===== src/rtl/wavetable_voice_scheduler.sv =====
// wavetable_voice_scheduler
// Shares one wavetable lookup among VOICES oscillator voices. Each sample tick
// snapshots the voice bank and issues one voice per cycle to the lookup. It
// captures the registered returns per voice and sums the active voices into a mix.
// Optional feature macro: WAVETABLE_SCHEDULER_SKIP_IDLE_EN. When it is defined,
// only voices that are active in the snapshot are issued.
module wavetable_voice_scheduler #(
  parameter int VOICES      = 8,
  parameter int PHASE_WIDTH = 16,
  parameter int AUDIO_WIDTH = 16,
  parameter int MIX_WIDTH   = AUDIO_WIDTH + $clog2(VOICES)
) (
  input  logic                            clock,
  input  logic                            reset,
  input  logic                            sample_tick,
  input  logic [VOICES-1:0]               voice_active,
  input  logic [VOICES-1:0]               voice_state,
  input  logic [VOICES*PHASE_WIDTH-1:0]   voice_phase,
  output logic [PHASE_WIDTH-1:0]          lut_phase,
  output logic                            lut_state,
  input  logic signed [AUDIO_WIDTH-1:0]   lut_sample,
  output logic [VOICES*AUDIO_WIDTH-1:0]   voice_sample,
  output logic signed [MIX_WIDTH-1:0]     mix,
  output logic                            mix_valid,
  output logic                            busy,
  output logic                            overrun,
  input  logic                            overrun_clear
);

  localparam int   IW    = (VOICES > 1) ? $clog2(VOICES) : 1;
  localparam logic FRONT = 1'b0;

  typedef enum logic [1:0] {IDLE, ISSUE, DRAIN, DONE} state_t;

  state_t                          state_q, state_d;
  logic [VOICES-1:0]               act_q, st_q;
  logic [VOICES*PHASE_WIDTH-1:0]   ph_q;
  logic [IW-1:0]                   idx_q, idx_d;
  logic                            pend_q;
  logic [IW-1:0]                   pend_idx_q;
  logic                            lut_state_q;
  logic signed [MIX_WIDTH-1:0]     acc_q, acc_d, mix_q;
  logic [VOICES*AUDIO_WIDTH-1:0]   vs_q;
  logic                            overrun_q;
  logic                            issue;
  logic [IW:0]                     first_v, next_v;

  function automatic logic signed [MIX_WIDTH-1:0] sext(input logic signed [AUDIO_WIDTH-1:0] s);
    return {{(MIX_WIDTH-AUDIO_WIDTH){s[AUDIO_WIDTH-1]}}, s};
  endfunction

`ifdef WAVETABLE_SCHEDULER_SKIP_IDLE_EN
  // Returns {found, index} of the lowest set bit of mask at or above 'from'.
  function automatic logic [IW:0] next_active(input logic [VOICES-1:0] mask, input int from);
    logic [IW:0] r;
    r = '0;
    for (int v = VOICES - 1; v >= 0; v--) begin
      if (v >= from && mask[v]) r = {1'b1, IW'(v)};
    end
    return r;
  endfunction
`endif

  // Next-state logic: sweep sequencing, issue index and accumulator update
  always_comb begin
    state_d = state_q;
    idx_d   = idx_q;
    acc_d   = acc_q;
    issue   = 1'b0;
`ifdef WAVETABLE_SCHEDULER_SKIP_IDLE_EN
    first_v = next_active(voice_active, 0);
    next_v  = next_active(act_q, int'(idx_q) + 1);
`else
    first_v = {1'b1, IW'(0)};
    next_v  = (idx_q == IW'(VOICES - 1)) ? '0 : {1'b1, IW'(idx_q + IW'(1))};
`endif
    if (pend_q && act_q[pend_idx_q]) acc_d = acc_q + sext(lut_sample);
    case (state_q)
      IDLE: begin
        if (sample_tick) begin
          acc_d = '0;
          if (first_v[IW]) begin
            state_d = ISSUE;
            idx_d   = first_v[IW-1:0];
          end else begin
            state_d = DONE;
          end
        end
      end
      ISSUE: begin
        issue = 1'b1;
        if (next_v[IW]) idx_d = next_v[IW-1:0];
        else            state_d = DRAIN;
      end
      DRAIN:   state_d = DONE;
      DONE:    state_d = IDLE;
      default: state_d = IDLE;
    endcase
  end

  // Registers: snapshot, return alignment, per-voice capture, mix and overrun flag
  always_ff @(posedge clock) begin
    if (reset) begin
      state_q     <= IDLE;
      act_q       <= '0;
      st_q        <= '0;
      ph_q        <= '0;
      idx_q       <= '0;
      pend_q      <= 1'b0;
      pend_idx_q  <= '0;
      lut_state_q <= FRONT;
      acc_q       <= '0;
      mix_q       <= '0;
      vs_q        <= '0;
      overrun_q   <= 1'b0;
    end else begin
      state_q <= state_d;
      idx_q   <= idx_d;
      acc_q   <= acc_d;
      if (state_q == IDLE && sample_tick) begin
        act_q <= voice_active;
        st_q  <= voice_state;
        ph_q  <= voice_phase;
      end
      // p0 -> p1: issue slot becomes a pending return one cycle later
      pend_q      <= issue;
      pend_idx_q  <= idx_q;
      lut_state_q <= issue ? st_q[idx_q] : FRONT;
      // p1: registered table data is valid, capture it
      if (pend_q)
        vs_q[pend_idx_q*AUDIO_WIDTH +: AUDIO_WIDTH] <= act_q[pend_idx_q] ? lut_sample : '0;
      if (state_d == DONE) mix_q <= acc_d;
`ifdef WAVETABLE_SCHEDULER_SKIP_IDLE_EN
      if (state_q == DONE) begin
        for (int v = 0; v < VOICES; v++) begin
          if (!act_q[v]) vs_q[v*AUDIO_WIDTH +: AUDIO_WIDTH] <= '0;
        end
      end
`endif
      if (sample_tick && state_q != IDLE) overrun_q <= 1'b1;
      else if (overrun_clear)             overrun_q <= 1'b0;
    end
  end

  assign lut_phase    = issue ? ph_q[idx_q*PHASE_WIDTH +: PHASE_WIDTH] : '0;
  assign lut_state    = lut_state_q;
  assign voice_sample = vs_q;
  assign mix          = mix_q;
  assign mix_valid    = (state_q == DONE);
  assign busy         = (state_q != IDLE);
  assign overrun      = overrun_q;

endmodule


===== config.mk =====
export PLATFORM = sky130hd
export DESIGN_NAME = wavetable_voice_scheduler
export DESIGN_NICKNAME = d
export VERILOG_FILES = /design/src/rtl/wavetable_voice_scheduler.sv
export SDC_FILE = /design/constraint.sdc
export NUM_CORES = 1
export LEC_CHECK = 0
export CELL_PAD_IN_SITES_DETAIL_PLACEMENT = 1
export CELL_PAD_IN_SITES_GLOBAL_PLACEMENT = 2
export CORE_UTILIZATION = 30
export DETAILED_ROUTE_END_ITERATION = 10
export PLACE_DENSITY_LB_ADDON = 0.1
export SETUP_SLACK_MARGIN = 0.02
export SLEW_MARGIN = 5
export SYNTH_ARGS = -nofsm -noshare
export SYNTH_HDL_FRONTEND = slang
export SYNTH_SLANG_ARGS = --single-unit

===== constraint.sdc =====
create_clock -name clock -period 5.8 [get_ports clock]
set_input_delay 1.16 -clock clock [delete_from_list [all_inputs] [get_ports clock]]
set_output_delay 1.16 -clock clock [all_outputs]
set_load 0.02 [all_outputs]

# Word level (Yosys, flattened, before mapping)
# Index checks and enable logic that the tools add are counted.
# totals
regBits,321
inputBits,164
output_inout_bits,167
wordCells,57
# op_classes
mux,20
addsub,3
shifts,3
reduce_logical,9
n_eq_ne,7
bitwise,1
magnitude_cmp,2
# op_table
op,n
$bwmux 128,1
$shift 16x34->128 const A,1
$shiftx 128x8->16,1
$shiftx 16x34->128,1
$mux 19,3
$neg 7->34,1
$mux 16,2
$add 19x16->19,1
$lt 3x4->1 const B,2
$pmux 2 s4,1
$bmux 1 s3,2
$eq 2x2->1 const B,3
$mux 3,2
$pmux 3 s2,1
$reduce_bool 2->1,3
$mux 1,5
$mux 2,2
$mux 4,1
$ne 2x2->1 const B,2
$add 3x1->3 const B,1
$eq 3x3->1 const B,1
$logic_and 1x1->1,3
$reduce_and 3->1,1
$eq 2x1->1 const B,1
3 further kinds,3

# Logic depth before layout (Yosys ltp)
# logic_depth
ltp_word,6
ltp_mapped,10
ltp_nobuf,9

# Worst setup path after synthesis
# No wires, ideal clock.
# synth_timing
path_kind,input to register
start,in lut_sample[0]
end,reg mix_q[18] (netlist: mix[18])
setup_slack_ns,2.654
required_time_ns,5.726
arrival_time_ns,3.072
setup_ns,0.074
n_path_buf,0
stages,9
cell_sequence,ha_1 fa_1 a21oi_1 nand4b_1 a211o_1 and3_4 or4_4 a21o_1 a31oi_1
# synth_between
elab_chain_cells,4
# synth_rtl
item,line,rtl
"start, declared",21,"input logic signed [AUDIO_WIDTH-1:0] lut_sample,"
$add 19x16->19 (*),77,if (pend_q && act_q[pend_idx_q]) acc_d = acc_q + sext(lut_sample);
$mux 19 (*),77,
$mux 19,80,if (sample_tick) begin
$mux 19 (*),78,case (state_q)
"end signal, assigned",113,mix_q <= '0;
"end signal, assigned",132,if (state_d == DONE) mix_q <= acc_d;
"end, declared",42,"logic signed [MIX_WIDTH-1:0] acc_q, acc_d, mix_q;"
# Every way passes the cells marked *; elsewhere a longest branch is shown, timed or not.
# A chain may end at the register's enable or synchronous reset.

# Worst setup path after layout
# layout_timing
start,reg idx_q[0]
end,out lut_phase[3]
# layout_between
elab_chain_cells,2
# layout_rtl
item,line,rtl
"start, declared",38,"logic [IW-1:0] idx_q, idx_d;"
"start signal, assigned",118,idx_q <= idx_d;
$shiftx 128x8->16,145,assign lut_phase = issue ? ph_q[idx_q*PHASE_WIDTH +: PHASE_WIDTH] : '0;
$mux 16,145,
"end, declared",19,"output logic [PHASE_WIDTH-1:0] lut_phase,"
# Every way passes these cells.

==> results.ini <==
[floorplan]
core_mm2=0.04355
die_h_um=213.1
die_area_mm2=0.04541
die_x_um=213.1
fp-row-count=76
io_pins=331
initial_core_util=0.3070

[setup_path]
critPathArrivalTime_ps=3240
cp_max_fo=23
end_kind=primary output
crit_buf_inv=2
crit_chain=buf_4, mux4_2, mux2i_1, nor2_1, clkdlybuf4s50_1
critPathKind=reg2out
slowest_stage=dfxtp_2
slowest_delay_ps=780
critical_path.top_delay_family=buffers and inverters
worstPathRequired_ps=4640
cp-start-kind=flip-flop

[pwr]
power.internal_mw=3.844
switching_power_mw=1.228
total_power_mw=5.072
pwr-share-clk=0.454
powerDensity_mw_per_mm2=278.8
leakage_nw=6.290
vdd_drop_max_mv=0.1445
p_seq_frac=0.456
switching_share=0.2422
pwr-share-comb=0.090

[cells_and_area]
layout_commonest_cell=nand2_1
area_growth_pct=36.09
layout_common_cells=408 x nand2_1, 329 x clkdlybuf4s50_1, 319 x dfxtp_1
nets=2040
layout.cells.non_filler=2467
drive_above_1_share=0.06599

[timing]
tns_ps=0
slew_headroom=0.2282
fmax_mhz=227.4
worst_slew_pin_slew_ps=1154
fin_ws_ps=1403
fin_crit_sh=0.7580
final_max_slew_viol_count=0
setup_viol=0
rsz0062_at_grt=no
skew_ps=18.38
min_period_ps=4397
finalHoldViolations=0

[clock_tree]
cts_setup_buffers=0
worstSkewPairLatency_ps=550
cts_hold_buf=0
htree_levels=2
cts.sinks=321
numCtsBuffers=39
cts.clk_slew.worst_paths_ps=50
clock-root-buffer=clkbuf_16
tritoncts=done
cts_buffer_depth=3
cts_resized=0

[global_route]
antenna_found_initial=7
grt_usage=0.2094
first_global_vias=12340
grt-ovfl-total=0
grt_pass1_wl_mm=72.26
grt_max_degree=143

[synthesis]
synth_async_sr_flop_share=0
synth.distinct_cells=62
synth_compound_area_frac=0.1534
ys_warn_count=0
synthesis.instances=1602
synth_nets=1789
avgSynthCellArea_um2=8.345
synth_adder_area_share=0.02209
ys_ff_latch=321
synth_xor_area_frac=0.006551
seq_area_frac_synth=0.4807
synth_flop_cell=dfxtp_1
synth_mux_area_frac=0.08386
synth-edff-count=0
yosys.area_share.simple=0.2087
synth_top_family_by_area=simple AND/OR/NAND/NOR gates
synth_area_mm2=0.01337

[detailed_routing]
wl_mm=48.14
wl_per_cell_um=19.52
drc_errors=0
drt-pass1-iter-count=5
ant_nets=0
vias_per_cell=4.985
drtIter0Drc=664
vias=12300

[placed_design]
gp_congestion=0.7934
dp_slack_ps=1450
dp.cells=2397
dpl.hpwl_mm=33.61
io_buffers=330

[run_status]
status=finished clean

[run]
drv_cap=0

[hold_path]
hold_path_class=reg2reg

[Yosys cell counts, drive strengths merged (4+ instances only)]
library cell  number  area (µm²)
a211oi             8       60.06
a21o               7       52.55
a21oi            272        1365
a22oi             33       247.7
a31oi              4       25.02
and2               5       35.04
and3               4       30.03
buf               27       152.6
clkbuf           107       411.6
dfxtp            321        6426
ha                22       275.3
inv                9       33.78
mux2i             31       310.3
mux4              35       788.3
nand2            409        1535
nand2b             4       25.02
nand3            110       555.5
nand3b             4       30.03
nor2             102       385.4
nor2b              6       37.54
nor3               7       35.03
o21ai             25       128.9
xnor2              4       35.03
xor2               6       52.55
[worst min-delay path: cells and delay by family (launching register included)]
family | cells | cell delay, ps
AOI/OAI and AO/OA | 1 | 50
DFF | 1 | 300
and+or+nand+nor | 1 | 50
[power by group through the flow]
stage	Clock [mW]	Sequential, mW	Combinational [mW]
2_1_floorplan	0	2.34	0.255
3_3_place_gp	0	2.36	0.462
3_5_place_dp	0	2.36	0.469
4_1_cts	2.37	2.31	0.470
5_1_grt	2.46	2.32	0.502
6_report	2.30	2.31	0.458
[cell families (layout without fill, tap and decap cells)]
| group | after synthesis | after routing |
|---|---|---|
| XOR/XNOR | 10 | 10 |
| adder cells (fa/ha/maj) | 23 | 23 |
| AO/OA/AOI/OAI | 370 | 370 |
| multiplexers | 68 | 68 |
| other | 0 | 3 |
| flip-flops | 321 | 321 |
| AND/OR/NAND/NOR | 667 | 667 |
| buffers and inverters | 143 | 420 |
[state kept, by name, indices dropped and copies added, names as in the netlist]
name / cells
ph_q: 128
voice_sample: 128
acc_q: 19
mix: 19
act_q: 8
st_q: 8
idx_q: 3
pend_idx_q: 3
state_q: 2
lut_state: 1
overrun: 1
pend_q: 1
[final timing paths]
path | start | endpoint | slack (ps) | cells after the start
max reg2reg | pend_idx_q[0]$_SDFF_PP0_ | voice_sample[14]$_SDFFE_PP0P_ | 2250 | 9
min | st_q[6]$_SDFFE_PP0P_ | st_q[6]$_SDFFE_PP0P_ | 450 | 2
min reg2reg | st_q[6]$_SDFFE_PP0P_ | st_q[6]$_SDFFE_PP0P_ | 450 | 2
max | idx_q[0]$_SDFFE_PP0P_ | lut_phase[3] | 1400 | 5
[cell type report]
type                       instances  area (µm²)
timing repair buffer             344        3413
multi-input combinational       1138        6387
tap                              585       732.0
clock inverter                     6       30.03
fill                            5102       25360
antenna                            3       7.507
clock buffer                      61        1161
inverter                           9       33.78
sequential                       321        6429
[routing by layer]
layer,vias up,track usage,wire length [µm]
met1,5952,0.2491,20300
li1,5994,-,-
met2,274,0.3608,23550
met3,69,0.05898,3115
met5,-,0,70
met4,10,0.06822,1100
[through the flow]
step | instance area (µm²) | hold WS, ps | util
after floorplan | 13370 | 433.1 | -
after global placement | 17000 | 439.6 | 0.3902
after detailed placement | 17000 | 442.6 | 0.3902
after CTS | 18190 | 450.6 | 0.4176
after global routing | 18190 | 468.0 | 0.4176
final | 18190 | 450.3 | 0.4177
No activity file was read; power rests on OpenSTA's default activity.
